**src/rtl/uart_pkg.sv**
```systemverilog
// Definitions shared by the UART transmitter and receiver so both ends of the
// link agree on state encoding, bit period and frame length.
package uart_pkg;

  typedef enum logic [1:0] {
    IDLE  = 2'd0,
    START = 2'd1,
    DATA  = 2'd2,
    STOP  = 2'd3
  } uart_state_e;

  localparam int UART_CLKS_PER_BIT = 101;
  localparam int UART_FRAME_BITS   = 10;

endpackage

```
**src/rtl/sync_fifo.sv**
```systemverilog
// Synchronous FIFO with registered full/empty flags derived from the next
// occupancy, so downstream handshakes come straight from flops.
module sync_fifo #(
  parameter int WIDTH = 8,
  parameter int DEPTH = 4
) (
  input  logic                     CLK,
  input  logic                     RESETN,
  input  logic                     push,
  input  logic [WIDTH-1:0]         wr_data,
  input  logic                     pop,
  output logic [WIDTH-1:0]         rd_data,
  output logic                     full,
  output logic                     empty,
  output logic [$clog2(DEPTH):0]   count
);

  localparam int AW   = $clog2(DEPTH);
  localparam int CNTW = AW + 1;
  localparam logic [AW-1:0]   PTR_ONE   = AW'(1);
  localparam logic [CNTW-1:0] CNT_ONE   = CNTW'(1);
  localparam logic [CNTW-1:0] CNT_ZERO  = CNTW'(0);
  localparam logic [CNTW-1:0] CNT_DEPTH = CNTW'(DEPTH);

  logic [WIDTH-1:0] mem_r [DEPTH];
  logic [AW-1:0]    wr_ptr_r;
  logic [AW-1:0]    rd_ptr_r;
  logic [CNTW-1:0]  count_r;
  logic [CNTW-1:0]  count_nxt_s;
  logic             full_r;
  logic             empty_r;
  logic             do_push_s;
  logic             do_pop_s;

  // Qualify requests against the current flags and compute next occupancy.
  always_comb begin
    do_push_s   = push && !full_r;
    do_pop_s    = pop && !empty_r;
    count_nxt_s = count_r;
    if (do_push_s && !do_pop_s) begin
      count_nxt_s = count_r + CNT_ONE;
    end else if (do_pop_s && !do_push_s) begin
      count_nxt_s = count_r - CNT_ONE;
    end else begin
      count_nxt_s = count_r;
    end
  end

  // Pointers, occupancy and flags.
  always_ff @(posedge CLK or negedge RESETN) begin
    if (!RESETN) begin
      wr_ptr_r <= AW'(0);
      rd_ptr_r <= AW'(0);
      count_r  <= CNT_ZERO;
      full_r   <= 1'b0;
      empty_r  <= 1'b1;
    end else begin
      if (do_push_s) wr_ptr_r <= wr_ptr_r + PTR_ONE;
      if (do_pop_s)  rd_ptr_r <= rd_ptr_r + PTR_ONE;
      count_r <= count_nxt_s;
      full_r  <= (count_nxt_s == CNT_DEPTH);
      empty_r <= (count_nxt_s == CNT_ZERO);
    end
  end

  // Storage array; contents are don't-care while the FIFO is empty.
  always_ff @(posedge CLK) begin
    if (do_push_s) mem_r[wr_ptr_r] <= wr_data;
  end

  assign rd_data = mem_r[rd_ptr_r];
  assign full    = full_r;
  assign empty   = empty_r;
  assign count   = count_r;

endmodule

```
**src/rtl/uart_tx_fifo.sv**
```systemverilog
// 8N1 UART transmitter fed by a small byte FIFO; frames run back to back
// whenever the FIFO still holds data at the end of a stop bit.
module uart_tx_fifo
  import uart_pkg::*;
#(
  parameter int CLKS_PER_BIT = UART_CLKS_PER_BIT,
  parameter int FIFO_DEPTH   = 4
) (
  input  logic       CLK,
  input  logic       RESETN,
  input  logic [7:0] data,
  input  logic       valid,
  output logic       ready,
  output logic       TX,
  output logic       busy
);

  localparam int CW   = $clog2(CLKS_PER_BIT);
  localparam int CNTW = $clog2(FIFO_DEPTH) + 1;
  localparam logic [CW-1:0] CNT_ZERO = CW'(0);
  localparam logic [CW-1:0] CNT_ONE  = CW'(1);
  localparam logic [CW-1:0] CNT_LAST = CW'(CLKS_PER_BIT - 1);
  // Data bits are the frame minus start and stop; index of the last one.
  localparam logic [2:0]    LAST_BIT = 3'(UART_FRAME_BITS - 3);

  uart_state_e     state_r, state_nxt_s;
  logic [CW-1:0]   cnt_r, cnt_nxt_s;
  logic [2:0]      bit_idx_r, bit_idx_nxt_s;
  logic [7:0]      shift_r, shift_nxt_s;
  logic            tx_r, tx_nxt_s;
  logic            busy_r, busy_nxt_s;
  logic            push_s, pop_s;
  logic            fifo_full_s, fifo_empty_s;
  logic [7:0]      fifo_rd_data_s;
  logic [CNTW-1:0] fifo_count_s;

  assign ready  = !fifo_full_s;
  assign push_s = valid && !fifo_full_s;

  sync_fifo #(
    .WIDTH (8),
    .DEPTH (FIFO_DEPTH)
  ) u_fifo (
    .CLK     (CLK),
    .RESETN  (RESETN),
    .push    (push_s),
    .wr_data (data),
    .pop     (pop_s),
    .rd_data (fifo_rd_data_s),
    .full    (fifo_full_s),
    .empty   (fifo_empty_s),
    .count   (fifo_count_s)
  );

  // Frame sequencing: next state, counters, shift register and TX level.
  always_comb begin
    state_nxt_s   = state_r;
    cnt_nxt_s     = cnt_r;
    bit_idx_nxt_s = bit_idx_r;
    shift_nxt_s   = shift_r;
    tx_nxt_s      = tx_r;
    pop_s         = 1'b0;
    case (state_r)
      IDLE: begin
        if (!fifo_empty_s) begin
          pop_s       = 1'b1;
          shift_nxt_s = fifo_rd_data_s;
          tx_nxt_s    = 1'b0;
          cnt_nxt_s   = CNT_ZERO;
          state_nxt_s = START;
        end else begin
          tx_nxt_s = 1'b1;
        end
      end
      START: begin
        if (cnt_r == CNT_LAST) begin
          cnt_nxt_s     = CNT_ZERO;
          tx_nxt_s      = shift_r[0];
          bit_idx_nxt_s = 3'd0;
          state_nxt_s   = DATA;
        end else begin
          cnt_nxt_s = cnt_r + CNT_ONE;
        end
      end
      DATA: begin
        if (cnt_r == CNT_LAST) begin
          cnt_nxt_s = CNT_ZERO;
          if (bit_idx_r == LAST_BIT) begin
            tx_nxt_s    = 1'b1;
            state_nxt_s = STOP;
          end else begin
            shift_nxt_s   = {1'b0, shift_r[7:1]};
            tx_nxt_s      = shift_r[1];
            bit_idx_nxt_s = bit_idx_r + 3'd1;
          end
        end else begin
          cnt_nxt_s = cnt_r + CNT_ONE;
        end
      end
      STOP: begin
        if (cnt_r == CNT_LAST) begin
          cnt_nxt_s = CNT_ZERO;
          if (!fifo_empty_s) begin
            pop_s       = 1'b1;
            shift_nxt_s = fifo_rd_data_s;
            tx_nxt_s    = 1'b0;
            state_nxt_s = START;
          end else begin
            state_nxt_s = IDLE;
          end
        end else begin
          cnt_nxt_s = cnt_r + CNT_ONE;
        end
      end
      default: begin
        state_nxt_s = IDLE;
        tx_nxt_s    = 1'b1;
      end
    endcase
    // A push this edge makes the FIFO non-empty even though the flag lags.
    busy_nxt_s = (state_nxt_s != IDLE) || (fifo_count_s != CNTW'(0)) || push_s;
  end

  // State register; reset aborts any frame and parks the line high.
  always_ff @(posedge CLK or negedge RESETN) begin
    if (!RESETN) begin
      state_r   <= IDLE;
      cnt_r     <= CNT_ZERO;
      bit_idx_r <= 3'd0;
      shift_r   <= 8'h00;
      tx_r      <= 1'b1;
      busy_r    <= 1'b0;
    end else begin
      state_r   <= state_nxt_s;
      cnt_r     <= cnt_nxt_s;
      bit_idx_r <= bit_idx_nxt_s;
      shift_r   <= shift_nxt_s;
      tx_r      <= tx_nxt_s;
      busy_r    <= busy_nxt_s;
    end
  end

  assign TX   = tx_r;
  assign busy = busy_r;

endmodule

```
**config.mk**
```make
export PLATFORM = sky130hd
export DESIGN_NAME = uart_tx_fifo
export DESIGN_NICKNAME = d
export VERILOG_FILES = /design/src/rtl/uart_pkg.sv /design/src/rtl/sync_fifo.sv /design/src/rtl/uart_tx_fifo.sv
export SDC_FILE = /design/constraint.sdc
export NUM_CORES = 1
export LEC_CHECK = 0
export ABC_CLOCK_PERIOD_IN_PS = 2600
export CORE_AREA = 2 2 85 87
export DETAILED_ROUTE_END_ITERATION = 16
export DIE_AREA = 0 0 87 89
export SYNTH_ARGS = -nofsm -noshare
export SYNTH_HDL_FRONTEND = slang
export SYNTH_HIERARCHICAL = 1
export SYNTH_SLANG_ARGS = --single-unit
export TNS_END_PERCENT = 10
```
**constraint.sdc**
```tcl
create_clock -name CLK -period 2.6 [get_ports CLK]
set_input_delay 0.39 -clock CLK [delete_from_list [all_inputs] [get_ports CLK]]
set_output_delay 0.39 -clock CLK [all_outputs]
set_load 0.02 [all_outputs]
```
Yosys cells after proc, flatten, opt, wreduce, memory -nomap -nowiden
Memory sizes are Yosys's and may differ from the RTL's.
Cells that the tools add are included.
{ "op_classes": {"n_addsub": 6, "n_mux": 33, "n_reduce_logical": 21, "n_eq_ne": 12} }
{ "op_table": {"columns": ["cell", "n"], "rows": [
  ["two-way mux 8 bit", 4],
  ["case mux 8 bit (3 select lines)", 1],
  ["two-way mux 3 bit", 5],
  ["two-way mux 7 bit", 2],
  ["case mux 7 bit (2 select lines)", 1],
  ["!= test 2 bit, second input constant", 6],
  ["AND reduction 4 bit", 3],
  ["two-way mux 1 bit", 11],
  ["two-way mux 2 bit", 5],
  ["case mux 2 bit (4 select lines)", 1],
  ["adder 7 x 1 -> 7 bit, second input constant", 1],
  ["equality test 7 bit, second input constant", 1],
  ["adder 3 x 1 -> 3 bit, second input constant", 2],
  ["equality test 3 bit, second input constant", 2],
  ["case mux 3 bit (2 select lines)", 1],
  ["nonzero test 3 bit", 2],
  ["logical AND 1 bit", 5],
  ["adder 2 x 1 -> 2 bit, second input constant", 2],
  ["equality test 2 bit, second input constant", 2],
  ["logical NOT 1 bit", 4],
  ["case mux 1 bit (4 select lines)", 1],
  ["nonzero test 2 bit", 2],
  ["logical NOT 3 bit", 1],
  ["OR reduction 3 bit", 1],
  ["other kinds (5)", 6]
]} }
{ "totals": {"mem_bits_rw": 32, "ff_bits": 31, "mem_count": 1, "output_inout_bits": 3} }
{ "mem_list": {"columns": ["memory", "words", "word_bits", "rd", "rd_ports_with_merged_regs", "write_ports", "line", "rtl"], "rows": [
  ["u_fifo.mem_r", 4, 8, 1, 0, 1, "sync_fifo.sv:25", "logic [WIDTH-1:0] mem_r [DEPTH];"]
]} }

Logic depth before layout (Yosys ltp)
Gate-level depths: netlist of run 1.
{ "logic_depth": {"depth_word": 8, "depth_mapped": 11, "depth_no_buf": 10} }

Hierarchy
The synthesis of run 1 kept the hierarchy.
{ "modules_own_cells": {"columns": ["module", "area_each_um2", "cells_each", "seq_area_each_um2", "instances"], "rows": [
  ["sync_fifo", 1709.1, 94, 1187.4, 1],
  ["uart_tx_fifo", 1310.0, 141, 551.8, 1]
]} }

Worst setup path before layout of run 1
OpenSTA, ideal clock, no wires.
{ "synth_timing": {"kind": "register to register", "startpoint": "reg cnt_r[0]", "endpoint": "reg u_fifo.full_r (netlist: u_fifo/full)", "period_less_slack_ns": 2.317, "t_required_ns": 2.513, "t_arrival_ns": 2.230, "path_slack_ns": 0.283, "stages_incl_launch_ff": 12, "cell_sequence": "dfrtp_1 inv_1 ha_1 and4b_1 and3b_1 buf_2 a21oi_1 nor3_1 or2b_2 nor2_2 or4_4 a211oi_2"} }
{ "synth_between": {"elab_chain_cells": 8, "elab_cells_between_ends": 10, "classes_between": "2 x eq/ne; 4 x mux; 4 x reduce/logical"} }
{ "synth_lines": {"columns": ["item", "line", "rtl"], "rows": [
  ["from (decl)", "uart_tx_fifo.sv:27", "logic [CW-1:0] cnt_r, cnt_nxt_s;"],
  ["from (signal assigned)", "uart_tx_fifo.sv:135", "cnt_r <= cnt_nxt_s;"],
  ["equality test 7 bit *", "uart_tx_fifo.sv:101", "if (cnt_r == CNT_LAST) begin"],
  ["two-way mux 1 bit *", "uart_tx_fifo.sv:101", null],
  ["case mux 1 bit (2 select lines) *", "uart_tx_fifo.sv:63", "case (state_r)"],
  ["named net pop_s", "uart_tx_fifo.sv:32", "logic push_s, pop_s;"],
  ["logical AND 1 bit *", "sync_fifo.sv:38", "do_pop_s = pop && !empty_r;"],
  ["logical AND 1 bit or logical NOT 1 bit (tied branches)", "sync_fifo.sv:42, sync_fifo.sv:40", null],
  ["two-way mux 3 bit or logical AND 1 bit (tied branches)", "sync_fifo.sv:42, sync_fifo.sv:40", null],
  ["two-way mux 3 bit *", "sync_fifo.sv:40", "if (do_push_s && !do_pop_s) begin"],
  ["equality test 3 bit *", "sync_fifo.sv:61", "full_r <= (count_nxt_s == CNT_DEPTH);"],
  ["to (signal assigned)", "sync_fifo.sv:61", null],
  ["to (decl)", "sync_fifo.sv:30", "logic full_r;"]
]} }
The timed path passes the listed nets; every way through them passes the cells marked *.
A chain may end at the register's enable or synchronous reset.

Worst setup path in the final report of run 1
{ "layout_timing": {"startpoint": "reg cnt_r[0]", "endpoint": "reg u_fifo.empty_r (netlist: u_fifo/empty)"} }
{ "layout_between": {"elab_chain_cells": 8, "elab_cells_between_ends": 10, "classes_between": "1 x eq/ne; 4 x mux; 5 x reduce/logical"} }
{ "layout_lines": {"columns": ["item", "line", "rtl"], "rows": [
  ["equality test 7 bit *", "uart_tx_fifo.sv:101", null],
  ["two-way mux 1 bit *", "uart_tx_fifo.sv:101", null],
  ["case mux 1 bit (2 select lines) *", "uart_tx_fifo.sv:63", null],
  ["named net pop_s", "uart_tx_fifo.sv:32", null],
  ["logical AND 1 bit *", "sync_fifo.sv:38", null],
  ["logical AND 1 bit or logical NOT 1 bit (tied branches)", "sync_fifo.sv:42, sync_fifo.sv:40", null],
  ["two-way mux 3 bit or logical AND 1 bit (tied branches)", "sync_fifo.sv:42, sync_fifo.sv:40", null],
  ["two-way mux 3 bit *", "sync_fifo.sv:40", null],
  ["logical NOT 3 bit *", "sync_fifo.sv:62", "empty_r <= (count_nxt_s == CNT_ZERO);"],
  ["to (signal assigned)", "sync_fifo.sv:62", null],
  ["to (decl)", "sync_fifo.sv:31", "logic empty_r;"]
]} }
Marked as above.

==> results of run 1 <==
metrics by stage:
stage	setup WS, ns	hold slack, ns	power [mW]	utilization (%)	instances
finish	0.198	0.432	3.71	50.5	336
global route	0.0381	0.486	3.99	50.5	336
CTS	0.197	0.439	3.75	50.5	336
detailed placement	0.225	0.479	2.97	47.8	320
global placement	0.286	0.491	2.95	47.8	320
floorplan	0.283	0.0944	2.67	-	235
cells by family after synthesis:
group                      share of synthesized area [%]
xor gates and xnor gates                            1.74
and+or+nand+nor                                     13.2
AOI/OAI and AO/OA                                   9.53
buffers and inverters                               3.40
DFF                                                 57.6
adders and majority gates                           6.22
muxes                                               8.29
worst max-delay path: cells and delay by family, from the launching register on:
family / cells / cell delay [ns]
fa+ha+maj: 1 / 0.14
compound gates: 2 / 0.28
buf+inv: 1 / 0.09
simple gates: 5 / 1.37
flops: 1 / 0.43
synthesized netlist by cell type (2+ instances only):
master    instances
a21oi_1          15
ha_1             15
mux4_2            8
a22o_1            6
buf_6             2
nor2b_1           2
mux2i_1           7
clkbuf_1          5
or3_1             3
nor3_1            6
edfxtp_1         32
a31oi_1           3
nor2_1           18
o21ai_0           8
and3_1            3
xnor2_1           6
nand3b_1          2
buf_2             4
nand3_1           5
nand2b_1          2
nor3b_1           2
and2_2            4
inv_1            11
dfstp_2           2
dfrtp_1          29
nand2_1          10
cells in the final DEF, fill, tap and decap left out, drive strengths merged, types with 2 or more instances in the layout:
cell / Yosys / final
or2b: 2 / 2
dfstp: 2 / 2
clkdlybuf4s50: 0 / 13
nor3b: 2 / 2
nor3: 6 / 6
and3: 4 / 4
xnor2: 6 / 6
clkinv: 0 / 4
a22o: 6 / 6
or3: 4 / 4
a211oi: 2 / 2
a21oi: 16 / 16
nand3: 5 / 5
nor2b: 3 / 3
nand2: 10 / 10
a31oi: 3 / 3
nor2: 19 / 19
mux2i: 7 / 7
buf: 6 / 3
and2: 5 / 5
dfrtp: 29 / 29
clkbuf: 5 / 9
mux4: 8 / 8
or4: 2 / 2
nand3b: 2 / 2
inv: 11 / 13
nand2b: 2 / 2
edfxtp: 32 / 32
ha: 15 / 15
o21ai: 9 / 9
registers in the layout, indices dropped and copies added, names as in the netlist, 2 cells and up:
| signal | count |
|---|---|
| u_fifo/mem_r | 32 |
| shift_r | 8 |
| cnt_r | 7 |
| bit_idx_r | 3 |
| u_fifo/count | 3 |
| state_r | 2 |
| u_fifo/rd_ptr_r | 2 |
| u_fifo/wr_ptr_r | 2 |
routing by layer:
metal / wire length [um] / part of all wire (%)
met1: 2580 / 50
met2: 2230 / 44
met4: 97 / 1.9
met5: 0 / 0
met3: 201 / 3.9
how the worst max path moves through the flow:
| stage | cells after the start | slack (ns) | to |
|---|---|---|---|
| finish | 9 | 0.20 | u_fifo/empty |
| global route | 9 | 0.04 | u_fifo/empty |
| detailed placement | 9 | 0.22 | u_fifo/empty |
| global placement | 9 | 0.29 | u_fifo/empty |
| CTS | 9 | 0.20 | u_fifo/empty |
| floorplan | 11 | 0.28 | u_fifo/full |
layout make-up:
type	count	area (um2)
well taps	80	100
clock inverters	7	56.3
flip-flops and latches	63	1740
clock buffers	9	124
inverters	11	41.3
repair buffers	16	153
fillers	581	3330
multi-input cells	150	1180
where the power goes:
part	internal, mW	switching [mW]	leakage [nW]
clock	0.355	0.419	0.0902
combinational	0.647	0.683	0.586
sequential	1.35	0.253	0.666
==> metrics.cfg, run 1 <==
[placed_design]
port_buffers = 13
placement.cell_area_um2 = 3210
place_congestion = 0.865
dp_hpwl_mm = 3.48

[timing]
finalMaxSlewViolations = 0
setup_viol = 0
final.min_clock_period_ns = 2.40
worst_pin_slew_ns = 0.609
grt_setup_unrepaired = false
slew_headroom_pct = 59.4
min_period_over_period_pct = 92.4
skew_ns = 0.0117
fin_setup_tns_ns = 0
final-hold-violation-count = 0
fmax_mhz = 416

[drt]
route.detailed.drc = 0
vias = 1798
vias_per_cell = 5.35
first_pass_iters = 4
wirelength_mm = 5.10
wl_per_cell_um = 15.2
ant_nets = 0
drtIter0Drc = 78

[clock_tree]
cts_tree = built
cts-resized-gates = 0
clockBufferDepth = 2
clock-sinks = 63
cts_max_level = 3
clk_pin_slew_worst_paths_ns = 0.08
clockRootBuffer = clkbuf_8
hold_buffers = 0
cts_buffers = 9
cts_setup_buffers = 0
clk-insertion-delay-late_ns = 0.34

[power_and_ir_drop]
leakagePower_nw = 1.34
max-vdd-ir-drop_v = 0.000513
powerDensity_nw_per_um2 = 1090

[hold_path]
min-delay-path-class = in -> async

[global_route]
grtUsageTotal_pct = 15.0
grt_start_max_net_pins = 32
antenna_found_initial = 0
met2_usage_pct = 21.6
met1_usage_pct = 21.3
grt_pass1_wl_mm = 8.67
gr-total-overflow = 0
top_usage_layer = met2
grt_pass1_vias = 1764
use_met3_pct = 3.69

[logic_synthesis]
synth_cells = 235
synth_edf_count = 32
synth_top_cell_by_area = edfxtp_1
async_flop_share_pct = 49.2
syn_area_per_cell_um2 = 12.8
synth_flop_cell = edfxtp_1
synth_area_um2 = 3020
synth_top_cell_area_share_pct = 31.8
synth_seq_cells = 63
synth_top_cells_by_area = edfxtp_1 (32%), dfrtp_1 (24%), ha_1 (6.2%)
synthDistinctLibCells = 51
yosysSeqAreaShare_pct = 57.6
synth_nets = 261
yosysWarningCount = 6

[floorplanning]
row_count = 30
die_h_um = 89
num_io_pins = 14
core_um2 = 6720
start_util_pct = 44.9
chipWidth_um = 87
die_area_um2 = 7740

[critical_path]
start_kind = flop
reg2reg_depth = 9
crit_chain = inv_1 -> ha_1 -> and4b_1 -> and3b_1 -> a21oi_1 -> nor3_1 -> or2b_2 -> nor3_1 -> a2bb2oi_1
slowest_delay_ns = 0.43
required_ns = 2.87
r2r_end = u_fifo/empty
crit_arrival_ns = 2.67
crit_path_frequent_cell = nor3_1
worstPathMaxFanout = 6
cp_slowest_cell = dfrtp_1
crit_path_start = cnt_r[0]
rrSetupSlack_ns = 0.20
reg2reg_from = cnt_r[0]
crit_type = reg -> reg
endpoint_kind = flop

[cells_and_area]
drive_gt1_share_pct = 16.8
area_growth_pct = 12.3
num_antenna_cells = 0
fin_area_um2 = 3390
final_nets = 277

[job]
cap_violations = 0

[status]
status = complete, no violations

No activity file was read; power rests on OpenSTA's default activity.
==> run 2: changes to the inputs <==
- CORE_AREA: 2 2 85 87 -> 2 2 97 80
- DIE_AREA: 0 0 87 89 -> 0 0 99 82
- SYNTH_HIERARCHICAL: 1 -> not set
==> metrics.cfg, run 2 <==
[status]
status = complete, no violations

[drt]
wirelength_mm = 5.66  ; +11%
drtIter0Drc = 147  ; +88%
route.detailed.drc = 0  ; unchanged
ant_nets = 0  ; unchanged
vias_per_cell = 5.42  ; +1.3%
vias = 2039  ; +13%
wl_per_cell_um = 15.1  ; -0.85%
first_pass_iters = 4  ; unchanged

[floorplanning]
start_util_pct = 43.7  ; -1.3 points
num_io_pins = 14  ; unchanged
chipWidth_um = 99  ; +14%
die_h_um = 82  ; -7.9%
core_um2 = 7180  ; +6.9%
row_count = 28  ; -6.7%
die_area_um2 = 8120  ; +4.8%

[timing]
finalMaxSlewViolations = 0  ; unchanged
final-hold-violation-count = 0  ; unchanged
fin_setup_tns_ns = 0  ; unchanged
worst_pin_slew_ns = 0.822  ; +0.214 ns
grt_setup_unrepaired = false
fmax_mhz = 445  ; +7.0%
slew_headroom_pct = 45.2  ; -14 points
skew_ns = 0.00823  ; -0.00343 ns
setup_viol = 0  ; unchanged
min_period_over_period_pct = 86.3  ; -6.0 points
final.min_clock_period_ns = 2.25  ; -0.157 ns

[critical_path]
crit_arrival_ns = 2.50  ; -0.17 ns
worstPathMaxFanout = 14  ; +8
required_ns = 2.86  ; about the same
slowest_delay_ns = 0.53  ; +0.10 ns
endpoint_kind = flop
crit_buf_inv = 1  ; unchanged
crit_chain = inv_1 -> ha_1 -> or4b_1 -> o32a_1 -> o32ai_2 -> nor2_1 -> a31oi_1
reg2reg_from = state_r[0]
rrSetupSlack_ns = 0.35  ; +0.16 ns
crit_type = reg -> reg
r2r_end = shift_r[4]
endpoint = shift_r[4]
crit_path_start = state_r[0]
cp_top_family = compound AO/OA/AOI/OAI gates
start_kind = flop
reg2reg_depth = 7  ; -2
cp_slowest_cell = or4b_1
path_depth = 7  ; -2

[placed_design]
placement.cell_area_um2 = 3360  ; +4.8%
dp_hpwl_mm = 3.97  ; +14%
port_buffers = 13  ; unchanged
place_congestion = 0.801  ; -7.4%

[logic_synthesis]
synth_nets = 290  ; +11%
syn_area_per_cell_um2 = 11.9  ; -7.2%
yosys.cell_count.top_type = edfxtp_1
synth_seq_cells = 63  ; unchanged
synthDistinctLibCells = 54  ; +5.9%
synth_top_cells_by_area = edfxtp_1 (31%), dfrtp_1 (23%), ha_1 (6.4%)
synth_area_um2 = 3140  ; +3.9%
synth_top_cell_area_share_pct = 30.6  ; -1.2 points
synth_common_cells = edfxtp_1 (32), nand2_1 (31), dfrtp_1 (29)
synth_flop_cell = edfxtp_1
synth_cells = 263  ; +12%
yosysWarningCount = 0  ; -6
synth_edf_count = 32  ; unchanged
synth_top_cell_by_area = edfxtp_1
async_flop_share_pct = 49.2  ; unchanged
yosysSeqAreaShare_pct = 55.5  ; -2.1 points

[power_and_ir_drop]
powerDensity_nw_per_um2 = 708  ; -35%
seq_power_share_pct = 49.1  ; +5.8 points
pwr-share-clk_pct = 34.0  ; +13 points
combPwrFrac_pct = 16.9  ; -19 points
leakagePower_nw = 1.34  ; about the same
switching_power_mw = 0.704  ; -48%
fin_total_pwr_mw = 2.53  ; -32%
max-vdd-ir-drop_v = 0.000354  ; -31%
intPower_mw = 1.82  ; -22%
p_sw_share_pct = 27.8  ; -8.7 points

[cells_and_area]
utilization_pct = 49.7  ; -0.78 points
mostFrequentLayoutCells = edfxtp_1 (32), nand2_1 (31), dfrtp_1 (29), o21ai_0 (22), ha_1 (16)
num_antenna_cells = 0  ; unchanged
final_common_cell = edfxtp_1
final_nets = 308  ; +11%
fin_area_um2 = 3570  ; +5.2%
fill_cells = 628  ; +8.1%
largest_reg_flops = 32  ; unchanged
regMostFlops = u_fifo.mem_r
reg_top3 = u_fifo.mem_r x32, shift_r x8, cnt_r x7
drive_gt1_share_pct = 13.3  ; -3.5 points
area_growth_pct = 13.8

[clock_tree]
clock-sinks = 63  ; unchanged
hold_buffers = 0  ; unchanged
clk-insertion-delay-late_ns = 0.33  ; about the same
cts-resized-gates = 0  ; unchanged
cts_setup_buffers = 0  ; unchanged
clockBufferDepth = 2  ; unchanged
clockRootBuffer = clkbuf_8
cts_max_level = 3  ; unchanged
clk_pin_slew_worst_paths_ns = 0.07  ; about the same
cts_tree = built
cts_buffers = 9  ; unchanged

[job]
cap_violations = 0  ; unchanged

[hold_path]
min-delay-path-class = in -> async

[global_route]
grt_pass1_vias = 1978  ; +12%
antenna_found_initial = 0  ; unchanged
grt_start_max_net_pins = 32  ; unchanged
grtUsageTotal_pct = 15.7  ; +0.71 points
grt_pass1_wl_mm = 9.73  ; +12%
gr-total-overflow = 0  ; unchanged

run 2: logic make-up (layout without fill, tap and decap cells):
kind of cell / count (synthesis) / in the layout / synth area share, %
DFF: 63 / 63 / 55.5
adders and majority gates: 18 / 18 / 7.02
AOI/OAI and AO/OA: 57 / 57 / 12.2
and+or+nand+nor: 83 / 83 / 13.6
xor gates and xnor gates: 5 / 5 / 1.40
muxes: 11 / 11 / 6.74
buffers and inverters: 26 / 49 / 3.55
run 2: worst min path at each step:
stage            startpoint  cells after the start              end
6_report             RESETN                      2       shift_r[6]
3_5_place_dp   bit_idx_r[1]                      1     bit_idx_r[1]
5_1_grt              RESETN                      2  u_fifo.count[2]
4_1_cts              RESETN                      2  u_fifo.count[2]
3_3_place_gp   bit_idx_r[1]                      1     bit_idx_r[1]
2_1_floorplan        RESETN                      0     bit_idx_r[0]
run 2: layout make-up:
cell class | instances | area [um2] | share of cell area, %
clock inverter | 7 | 80.1 | 2.24
timing repair buffer | 19 | 175 | 4.91
clock buffer | 9 | 124 | 3.47
multi-input combinational | 174 | 1280 | 36.0
sequential | 63 | 1740 | 48.7
tap | 90 | 113 | 3.16
inverter | 14 | 52.6 | 1.47
run 2: power groups by stage:
stage	registers (mW)	clock network (mW)	logic, mW
finish	1.24	0.858	0.427
global route	1.26	0.933	0.491
detailed placement	1.26	0	0.435
CTS	1.24	0.886	0.437
global placement	1.26	0	0.424
floorplan	1.25	0	0.312
run 2: per-layer routing:
metal | vias up | share of wire (%) | global-route usage (%)
li1 | 1008 | - | -
met1 | 998 | 52 | 22.1
met2 | 29 | 45 | 22.8
met3 | 4 | 2.5 | 5.36
met4 | 0 | 0.79 | 5.21
met5 | - | 0 | 0
run 2: worst register-to-register path, delay by kind of cell (launching register included):
kind / cells / cell delay [ns]
adders and majority gates: 1 / 0.22
AOI/OAI and AO/OA: 3 / 0.87
and+or+nand+nor: 2 / 0.63
buffers and inverters: 1 / 0.10
DFF: 1 / 0.37
run 2: per-stage QoR:
stage	setup slack, ns	hold WS (ns)	cells
final	0.355	0.455	376
after global routing	0.0599	0.482	376
after CTS	0.346	0.458	376
after detailed placement	0.348	0.525	360
after global placement	0.435	0.509	360
after floorplan	0.457	0.0944	263
==> run 3: changes to the inputs <==
- PLACE_DENSITY: not set -> 0.59
==> metrics.cfg, run 3 (same netlist as run 2, synthesis figures left out) <==
[global_route]
gr-total-overflow = 0  ; unchanged
grtUsageTotal_pct = 15.1  ; -0.54 points
grt_pass1_vias = 1949  ; -1.5%
antenna_found_initial = 0  ; unchanged
grt_pass1_wl_mm = 9.44  ; -3.0%
grt_start_max_net_pins = 32  ; unchanged

[floorplanning]
chipWidth_um = 99  ; unchanged
start_util_pct = 43.7  ; unchanged
core_um2 = 7180  ; unchanged
die_h_um = 82  ; unchanged
row_count = 28  ; unchanged
die_area_um2 = 8120  ; unchanged
num_io_pins = 14  ; unchanged

[drt]
drtIter0Drc = 97  ; -34%
first_pass_iters = 4  ; unchanged
vias_per_cell = 5.42  ; -0.12%
route.detailed.drc = 0  ; unchanged
wl_per_cell_um = 14.7  ; -2.4%
vias = 2042  ; +0.15%
wirelength_mm = 5.54  ; -2.1%
ant_nets = 0  ; unchanged

[power_and_ir_drop]
leakagePower_nw = 1.36  ; +1.6%
seq_power_share_pct = 47.3  ; -1.8 points
switching_power_mw = 0.702  ; -0.25%
max-vdd-ir-drop_v = 0.000372  ; +5.2%
combPwrFrac_pct = 16.0  ; -0.9 points
intPower_mw = 1.92  ; +5.4%
pwr-share-clk_pct = 36.7  ; +2.7 points
powerDensity_nw_per_um2 = 729  ; +3.0%
p_sw_share_pct = 26.8  ; -1.1 points

[clock_tree]
clk_pin_slew_worst_paths_ns = 0.07  ; about the same
cts_max_level = 3  ; unchanged
clock-sinks = 63  ; unchanged
clk-insertion-delay-late_ns = 0.34  ; about the same
hold_buffers = 0  ; unchanged
clockRootBuffer = clkbuf_8
cts_setup_buffers = 0  ; unchanged
cts-resized-gates = 0  ; unchanged
cts_buffers = 9  ; unchanged
clockBufferDepth = 2  ; unchanged
cts_tree = built

[cells_and_area]
fill_cells = 628  ; unchanged
reg_top3 = u_fifo.mem_r x32, shift_r x8, cnt_r x7
largest_reg_flops = 32  ; unchanged
mostFrequentLayoutCells = edfxtp_1 (32), nand2_1 (31), dfrtp_1 (29), o21ai_0 (22), ha_1 (16)
num_antenna_cells = 0  ; unchanged
multi_input_area_um2 = 1280  ; unchanged
drive_gt1_share_pct = 13.6  ; +0.30 points
regMostFlops = u_fifo.mem_r
final_common_cell = edfxtp_1
utilization_pct = 50.1  ; +0.42 points
regArea_um2 = 1740  ; unchanged
final_nets = 309  ; +0.32%
area_growth_pct = 14.8

[critical_path]
start_kind = flop
worstPathMaxFanout = 7  ; -7
reg2reg_depth = 7  ; unchanged
slowest_delay_ns = 0.54  ; about the same
crit_type = reg -> reg
required_ns = 2.81  ; -0.05 ns
crit_chain = inv_1 -> ha_1 -> nand4b_4 -> or2_1 -> o31ai_2 -> a221oi_1 -> or4_1
crit_arrival_ns = 2.39  ; -0.11 ns
cp_slowest_cell = or4_1
endpoint_kind = flop

[timing]
slew_headroom_pct = 66.3  ; +21 points
fmax_mhz = 460  ; +3.2%
worst_pin_slew_ns = 0.502  ; -0.321 ns
final-hold-violation-count = 0  ; unchanged
skew_ns = 0.00844  ; +0.000213 ns
fin_setup_tns_ns = 0  ; unchanged
min_period_over_period_pct = 83.7  ; -2.6 points
grt_setup_unrepaired = false
timing.hold.ws_ns = 0.442  ; -0.0138 ns
setup_viol = 0  ; unchanged
finalMaxSlewViolations = 0  ; unchanged
final.min_clock_period_ns = 2.18  ; -0.0688 ns

[hold_path]
min-delay-path-class = in -> async

[placed_design]
dp_hpwl_mm = 3.87  ; -2.5%
port_buffers = 13  ; unchanged
place_congestion = 0.802  ; +0.12%

[job]
cap_violations = 0  ; unchanged

[status]
status = complete, no violations

-- run 3: final timing paths --
path / slack, ns / to / startpoint
setup / recovery: 0.42 / busy / cnt_r[0]
hold / removal: 0.44 / shift_r[4] / RESETN
setup reg to reg: 0.42 / busy / cnt_r[0]
hold reg to reg: 0.53 / bit_idx_r[1] / bit_idx_r[1]
max in group asynchronous: 1.83 / u_fifo.empty / RESETN
min in group CLK: 0.53 / bit_idx_r[1] / bit_idx_r[1]
-- run 3: layout make-up --
type                       count  share of cell area (%)
sequential                    63                    48.3
multi-input combinational    174                    35.7
timing repair buffer          20                    5.08
clock buffer                   9                    3.44
tap                           90                    3.13
clock inverter                 7                    2.85
inverter                      14                    1.46
-- run 3: power groups by stage --
stage               clock network (mW)  registers (mW)  logic (mW)
floorplan                            0            1.25       0.312
global placement                     0            1.26       0.422
detailed placement                   0            1.26       0.428
CTS                              0.988            1.24       0.429
global route                      1.03            1.25       0.476
finish                           0.962            1.24       0.421
-- run 3: through the flow --
| step | total power, mW | area (um2) | setup slack [ns] | std cells |
|---|---|---|---|---|
| CTS | 2.66 | 3600 | 0.419 | 377 |
| global route | 2.76 | 3600 | 0.252 | 377 |
| floorplan | 1.56 | 3140 | 0.457 | 263 |
| global placement | 1.68 | 3370 | 0.468 | 361 |
| finish | 2.62 | 3600 | 0.424 | 377 |
| detailed placement | 1.69 | 3370 | 0.456 | 361 |
-- run 3: layer usage --
metal,routed length (um),GRT usage (%)
met5,0,0
met1,2780,20.1
met4,65,4.66
met3,224,5.70
met2,2470,23.4
-- run 3: critical path: cells and delay by family (launching register included) --
kind / cells / cell delay (ns)
buffers and inverters: 1 / 0.07
adders and majority gates: 1 / 0.18
AOI/OAI and AO/OA: 2 / 0.35
and+or+nand+nor: 3 / 1.04
DFF: 1 / 0.42
==> edit 1, RTL diff (flow settings as in run 3) <==
The 4 states of `uart_state_e` get a one-hot encoding in 4 bits.
--- a/src/rtl/uart_pkg.sv
+++ b/src/rtl/uart_pkg.sv
@@ -3,9 +3,9 @@
 package uart_pkg;
 
-  typedef enum logic [1:0] {
-    IDLE  = 2'd0,
-    START = 2'd1,
-    DATA  = 2'd2,
-    STOP  = 2'd3
+  typedef enum logic [3:0] {
+    IDLE  = 4'b0001,
+    START = 4'b0010,
+    DATA  = 4'b0100,
+    STOP  = 4'b1000
   } uart_state_e;
 
Function: same outputs for any inputs over 10 cycles, from zero or initial values and one cycle with RESETN low; not proved beyond that.
==> edit 1 against run 3 <==
- non-clock buffer count shrank 2
- area after synthesis is 1.5% lower
- worst setup slack gained 150 ps
- wire length down 1.5%
- utilization shrank 1.2 points
- global-route usage is 0.63 points lower
- final area is 2.4% lower
- sequential cell count rose by 2
- sequential share of layout area increased by 2.6 points
Power is not compared: it rests on default switching activity, and its combinational part moved more than twofold at a synthesized area within 25%.
==> edit 1: results (changes against run 3) <==
* Net count, final at 282 (was 309)
* Cts repair resizes at 0 (unchanged)
* Antenna Diode Count at 0 (unchanged)
* Fill cells at 614 (was 628)
* Via count at 1855 (was 2042)
* Clk_skew at 9.49 ps (was 8.44 ps)
* Placed cell count at 339 (was 361)
* CP Max Fanout at 9 (was 7)
* Async SR Flop Fraction at 50.8% (was 49.2%)
* Cells after Synth at 242 (was 263)
* Total global-route track usage at 14.5% (was 15.1%)
* Synth Net Count at 264 (was 290)
* Top FF cell, synth: edfxtp_1 (unchanged)
* CTS root buffer: clkbuf_8 (unchanged)
* Final setup viols at 0 (unchanged)
* Non-filler cells, final at 355 (was 377)
* Leak at 0.00140 uW
* Count of different cell masters after synthesis at 52 (was 54)
* Register area share after synthesis at 58.0% (was 55.5%)
* Clk buf depth at 2 (unchanged)
* Crit path DAT at 2290 ps (was 2390 ps)
* Port buffer count at 13 (unchanged)
* First-pass GRT wire length at 8.87 mm (was 9.44 mm)
* Post-DP HPWL at 3.79 mm (was 3.87 mm)
* Synth cell count leaders: 32 x edfxtp_1, 30 x dfrtp_1, 25 x nand2_1 (was 32 x edfxtp_1, 31 x nand2_1, 29 x dfrtp_1)
* Post-CTS setup buffer count at 0 (unchanged)
* Largest cells by area after synthesis: edfxtp_1 31%, dfrtp_1 24%, mux4_2 5.8% (was edfxtp_1 31%, dfrtp_1 23%, ha_1 6.4%)
* Share of cells above drive strength 1 at 16.6% (was 13.6%)
* Clock latency at the later pin of the worst-skew pair at 340 ps (about the same)
* Vias in the first global route at 1774 (was 1949)
* Largest net degree at the start of global routing at 34 (was 32)
* WL final at 5.46 mm (was 5.54 mm)
* Status: completed (unchanged)
* VDD IR max at 315 uV
* Clk pin slew, worst setup/hold paths at 80 ps
* Top flop regs: u_fifo.mem_r: 32 flops, shift_r: 8 flops, cnt_r: 7 flops (unchanged)
* Num CTS Buffers at 9 (unchanged)
* Initial DRC Count at 61 (was 97)
* HP Class: input pin to asynchronous set/reset pin (unchanged)
* Gp weighted congestion at 0.794 (was 0.802)
* Number of synthesized flops with an enable pin at 32 (unchanged)
* Dpl ws at 644 ps (was 456 ps)
* Slew of the pin with the lowest slew margin at 598 ps (was 502 ps)
* Yosys Warn Count at 0 (unchanged)
## edit 1: logic make-up (layout without fill, tap and decap cells)
kind of cell               after synthesis  after routing  share of synthesized area (%)
DFF                                     65             65                           58.0
muxes                                   16             16                           8.47
adders and majority gates               11             11                           4.46
xor gates and xnor gates                 7              7                           1.99
and+or+nand+nor                         68             68                           12.5
buffers and inverters                   22             45                           3.24
AOI/OAI and AO/OA                       53             53                           11.4
## edit 1: area by class of cell
class,count,area share [%]
well taps,90,3.21
flip-flops and latches,65,51.0
clock buffers,9,3.53
inverters,11,1.18
repair buffers,18,4.77
clock inverters,7,2.24
multi-input cells,155,34.1
## edit 1: path summary, 6_finish.rpt
kind | slack (ps) | cells past startpoint | startpoint | endpoint
max reg2reg | 580 | 5 | state_r[2] | TX
max in group asynchronous | 1800 | 2 | RESETN | u_fifo.empty
min | 450 | 2 | RESETN | u_fifo.count[1]
min in group CLK | 490 | 2 | shift_r[4] | shift_r[4]
min reg2reg | 490 | 2 | shift_r[4] | shift_r[4]
max | 580 | 5 | state_r[2] | TX
## edit 1: per-stage QoR
step | cell area (um^2) | power (uW)
floorplan | 3090 | 2490
CTS | 3510 | 3690
detailed placement | 3310 | 2820
global placement | 3310 | 2790
global route | 3510 | 3890
finish | 3510 | 3640
## edit 1: where the power goes
| part | switching [uW] | internal (uW) |
|---|---|---|
| registers | 226 | 1390 |
| clock network | 407 | 448 |
| logic | 621 | 546 |
## edit 1: worst max-delay path, cell delays in order, from the launching register on
cell      delay [ps]
dfrtp_1          490
xor2_1           210
o211ai_1         450
nor2_1           250
a21oi_1          210
mux2_2           350
## edit 1: routing by layer
layer | track usage (%) | vias to the layer above | part of all wire (%)
li1 | - | 923 | -
met1 | 19.7 | 906 | 51
met2 | 21.9 | 21 | 45
met3 | 5.87 | 5 | 2.9
met4 | 3.70 | 0 | 0.97
met5 | 0 | - | 0
==> edit 2, RTL diff (settings of run 3) <==
Made on the original files. `FIFO_DEPTH`: 4 -> 2.
--- a/src/rtl/uart_tx_fifo.sv
+++ b/src/rtl/uart_tx_fifo.sv
@@ -5,5 +5,5 @@
 #(
   parameter int CLKS_PER_BIT = UART_CLKS_PER_BIT,
-  parameter int FIFO_DEPTH   = 4
+  parameter int FIFO_DEPTH   = 2
 ) (
   input  logic       CLK,
Formal check against the unedited RTL: not equivalent (Yosys sat finds a counterexample within 4 cycles, from zero or initial values and one cycle with RESETN low).
==> edit 2 against run 3 <==
- final cell count decreased by 15%
- wire length down 19%
- area after synthesis down 26%
- worst setup slack better by 24 ps
- total power rose by 5.3%
- sequential cell count down 19
- final area decreased by 25%
- critical path type unchanged
==> edit 2: results (changes against run 3) <==
* Routed metal-1 wirelength at 2.36 mm (was 2.78 mm)
* Top flop regs: u_fifo.mem_r: 16 flops, shift_r: 8 flops, cnt_r: 7 flops (was u_fifo.mem_r: 32 flops, shift_r: 8 flops, cnt_r: 7 flops)
* Post-CTS setup buffer count at 0 (unchanged)
* Total global-route track usage at 11.7% (was 15.1%)
* Clk_skew at 4.42 ps (was 8.44 ps)
* Clock share of power at 19.5% (was 36.7%)
* Routed WL per cell at 14.0 um (was 14.7 um)
* Status: completed (unchanged)
* Number of synthesized flops with an enable pin at 16 (was 32)
* Count of different cell masters after synthesis at 44 (was 54)
* Synth Net Count at 235 (was 290)
* Highest Signal Layer: met4 (unchanged)
* Initial DRC Count at 171 (was 97)
* Leak at 0.00109 uW (was 0.00136 uW)
* Worst flop-to-flop path startpoint: bit_idx_r[0] (was cnt_r[0])
* Worst hold slack at 476 ps (was 442 ps)
* VDD IR max at 374 uV (was 372 uV)
* Clk pin slew, worst setup/hold paths at 90 ps (was 70 ps)
* Post-DP HPWL at 3.13 mm (was 3.87 mm)
* Placed cell count at 312 (was 361)
* H-tree depth at 2 (was 3)
* Met1 GRT Util at 17.1% (was 20.1%)
* GRT met2 Usage at 17.6% (was 23.4%)
* CP max stage cell: or4_4 (was or4_1)
* WL met2 at 2.00 mm (was 2.47 mm)
* Port buffer count at 13 (unchanged)
* Clk buf depth at 2 (unchanged)
* Largest net degree at the start of global routing at 29 (was 32)
* Cells after Synth at 214 (was 263)
* Share of cells above drive strength 1 at 13.5% (was 13.6%)
* Register area share after synthesis at 50.8% (was 55.5%)
* Top FF cell, synth: dfrtp_1 (was edfxtp_1)
* Crit path DAT at 2340 ps (was 2390 ps)
* Post-DP Area at 2570 um^2 (was 3370 um^2)
* Vias per cell at 5.04 (was 5.42)
* Antenna Diode Count at 0 (unchanged)
* Routed wl met3 at 100 um (was 224 um)
* Worst reg2reg path depth at 5 (was 7)
* Grt met3 use at 2.30% (was 5.70%)
* Async SR Flop Fraction at 63.6% (was 49.2%)
* Yosys Warn Count at 0 (unchanged)
* Initial antenna violation count at 0 (unchanged)
* Sw Pwr at 1010 uW (was 702 uW)
* R2R Setup Slk at 450 ps (was 420 ps)
* Gp weighted congestion at 0.804 (was 0.802)
* Largest cells by area after synthesis: dfrtp_1 28%, edfxtp_1 21%, mux2i_1 6.9% (was edfxtp_1 31%, dfrtp_1 23%, ha_1 6.4%)
* Net count, final at 250 (was 309)
* Non-filler cells, final at 320 (was 377)
* R2R Path End: shift_r[6] (was busy)
* Max_slew headroom at 61.1% (was 66.3%)
* Synth cell count leaders: 26 x dfrtp_1, 20 x nand2_1, 16 x edfxtp_1, 16 x mux2i_1, 16 x o21ai_0 (was 32 x edfxtp_1, 31 x nand2_1, 29 x dfrtp_1)
* PwrDens at 1030 nW/um^2 (was 729 nW/um^2)
* Reg power frac at 40.8% (was 47.3%)
* Num CTS Buffers at 5 (was 9)
* Clock latency at the later pin of the worst-skew pair at 290 ps (was 340 ps)
* First-pass GRT wire length at 7.51 mm (was 9.44 mm)
* Dpl ws at 460 ps (was 456 ps)
* Vias in the first global route at 1541 (was 1949)
-- edit 2: changes by cell type in the layout (fill, tap and decap cells not counted), sizes merged, moves of 4 or more --
cell | before | now
a22oi | 0 | 4
a31oi | 9 | 4
and2 | 7 | 2
clkbuf | 9 | 5
edfxtp | 32 | 16
ha | 16 | 10
mux2 | 1 | 7
mux2i | 2 | 16
mux4 | 8 | 0
nand2 | 31 | 20
nand4 | 5 | 0
nor2 | 14 | 8
nor3 | 1 | 7
o21ai | 23 | 16
-- edit 2: logic make-up (layout without fill, tap and decap cells) --
logic type                 Yosys count  in the layout  share of synthesized area (%)
AOI/OAI and AO/OA                   49             49                           14.8
xor gates and xnor gates             5              5                           1.88
adders and majority gates           10             10                           5.37
buffers and inverters               23             39                           3.76
DFF                                 44             44                           50.8
muxes                               23             23                           10.3
and+or+nand+nor                     60             60                           13.1
-- edit 2: area by class of cell --
class	count	area (um^2)
clock inverters	3	46.3
multi-input cells	147	1060
flip-flops and latches	44	1180
fillers	705	4490
inverters	12	45.0
repair buffers	19	175
well taps	90	113
clock buffers	5	68.8
-- edit 2: critical path: cells and delay by family (launching register included) --
kind / cells / cell delay (ps)
AND/OR/NAND/NOR: 1 / 550
flip-flops: 1 / 420
adder cells (fa/ha/maj): 2 / 410
multiplexers: 1 / 370
AO/OA/AOI/OAI: 1 / 290
-- edit 2: worst max-delay path by stage --
stage                       to  slack, ps  depth (start not counted)          from
finish              shift_r[6]        450                          5  bit_idx_r[0]
global placement    shift_r[2]        500                          5  bit_idx_r[0]
detailed placement  shift_r[6]        460                          5  bit_idx_r[0]
global route        shift_r[4]        350                          7    state_r[0]
CTS                 shift_r[6]        440                          5  bit_idx_r[0]
floorplan           shift_r[0]        420                          6  bit_idx_r[0]
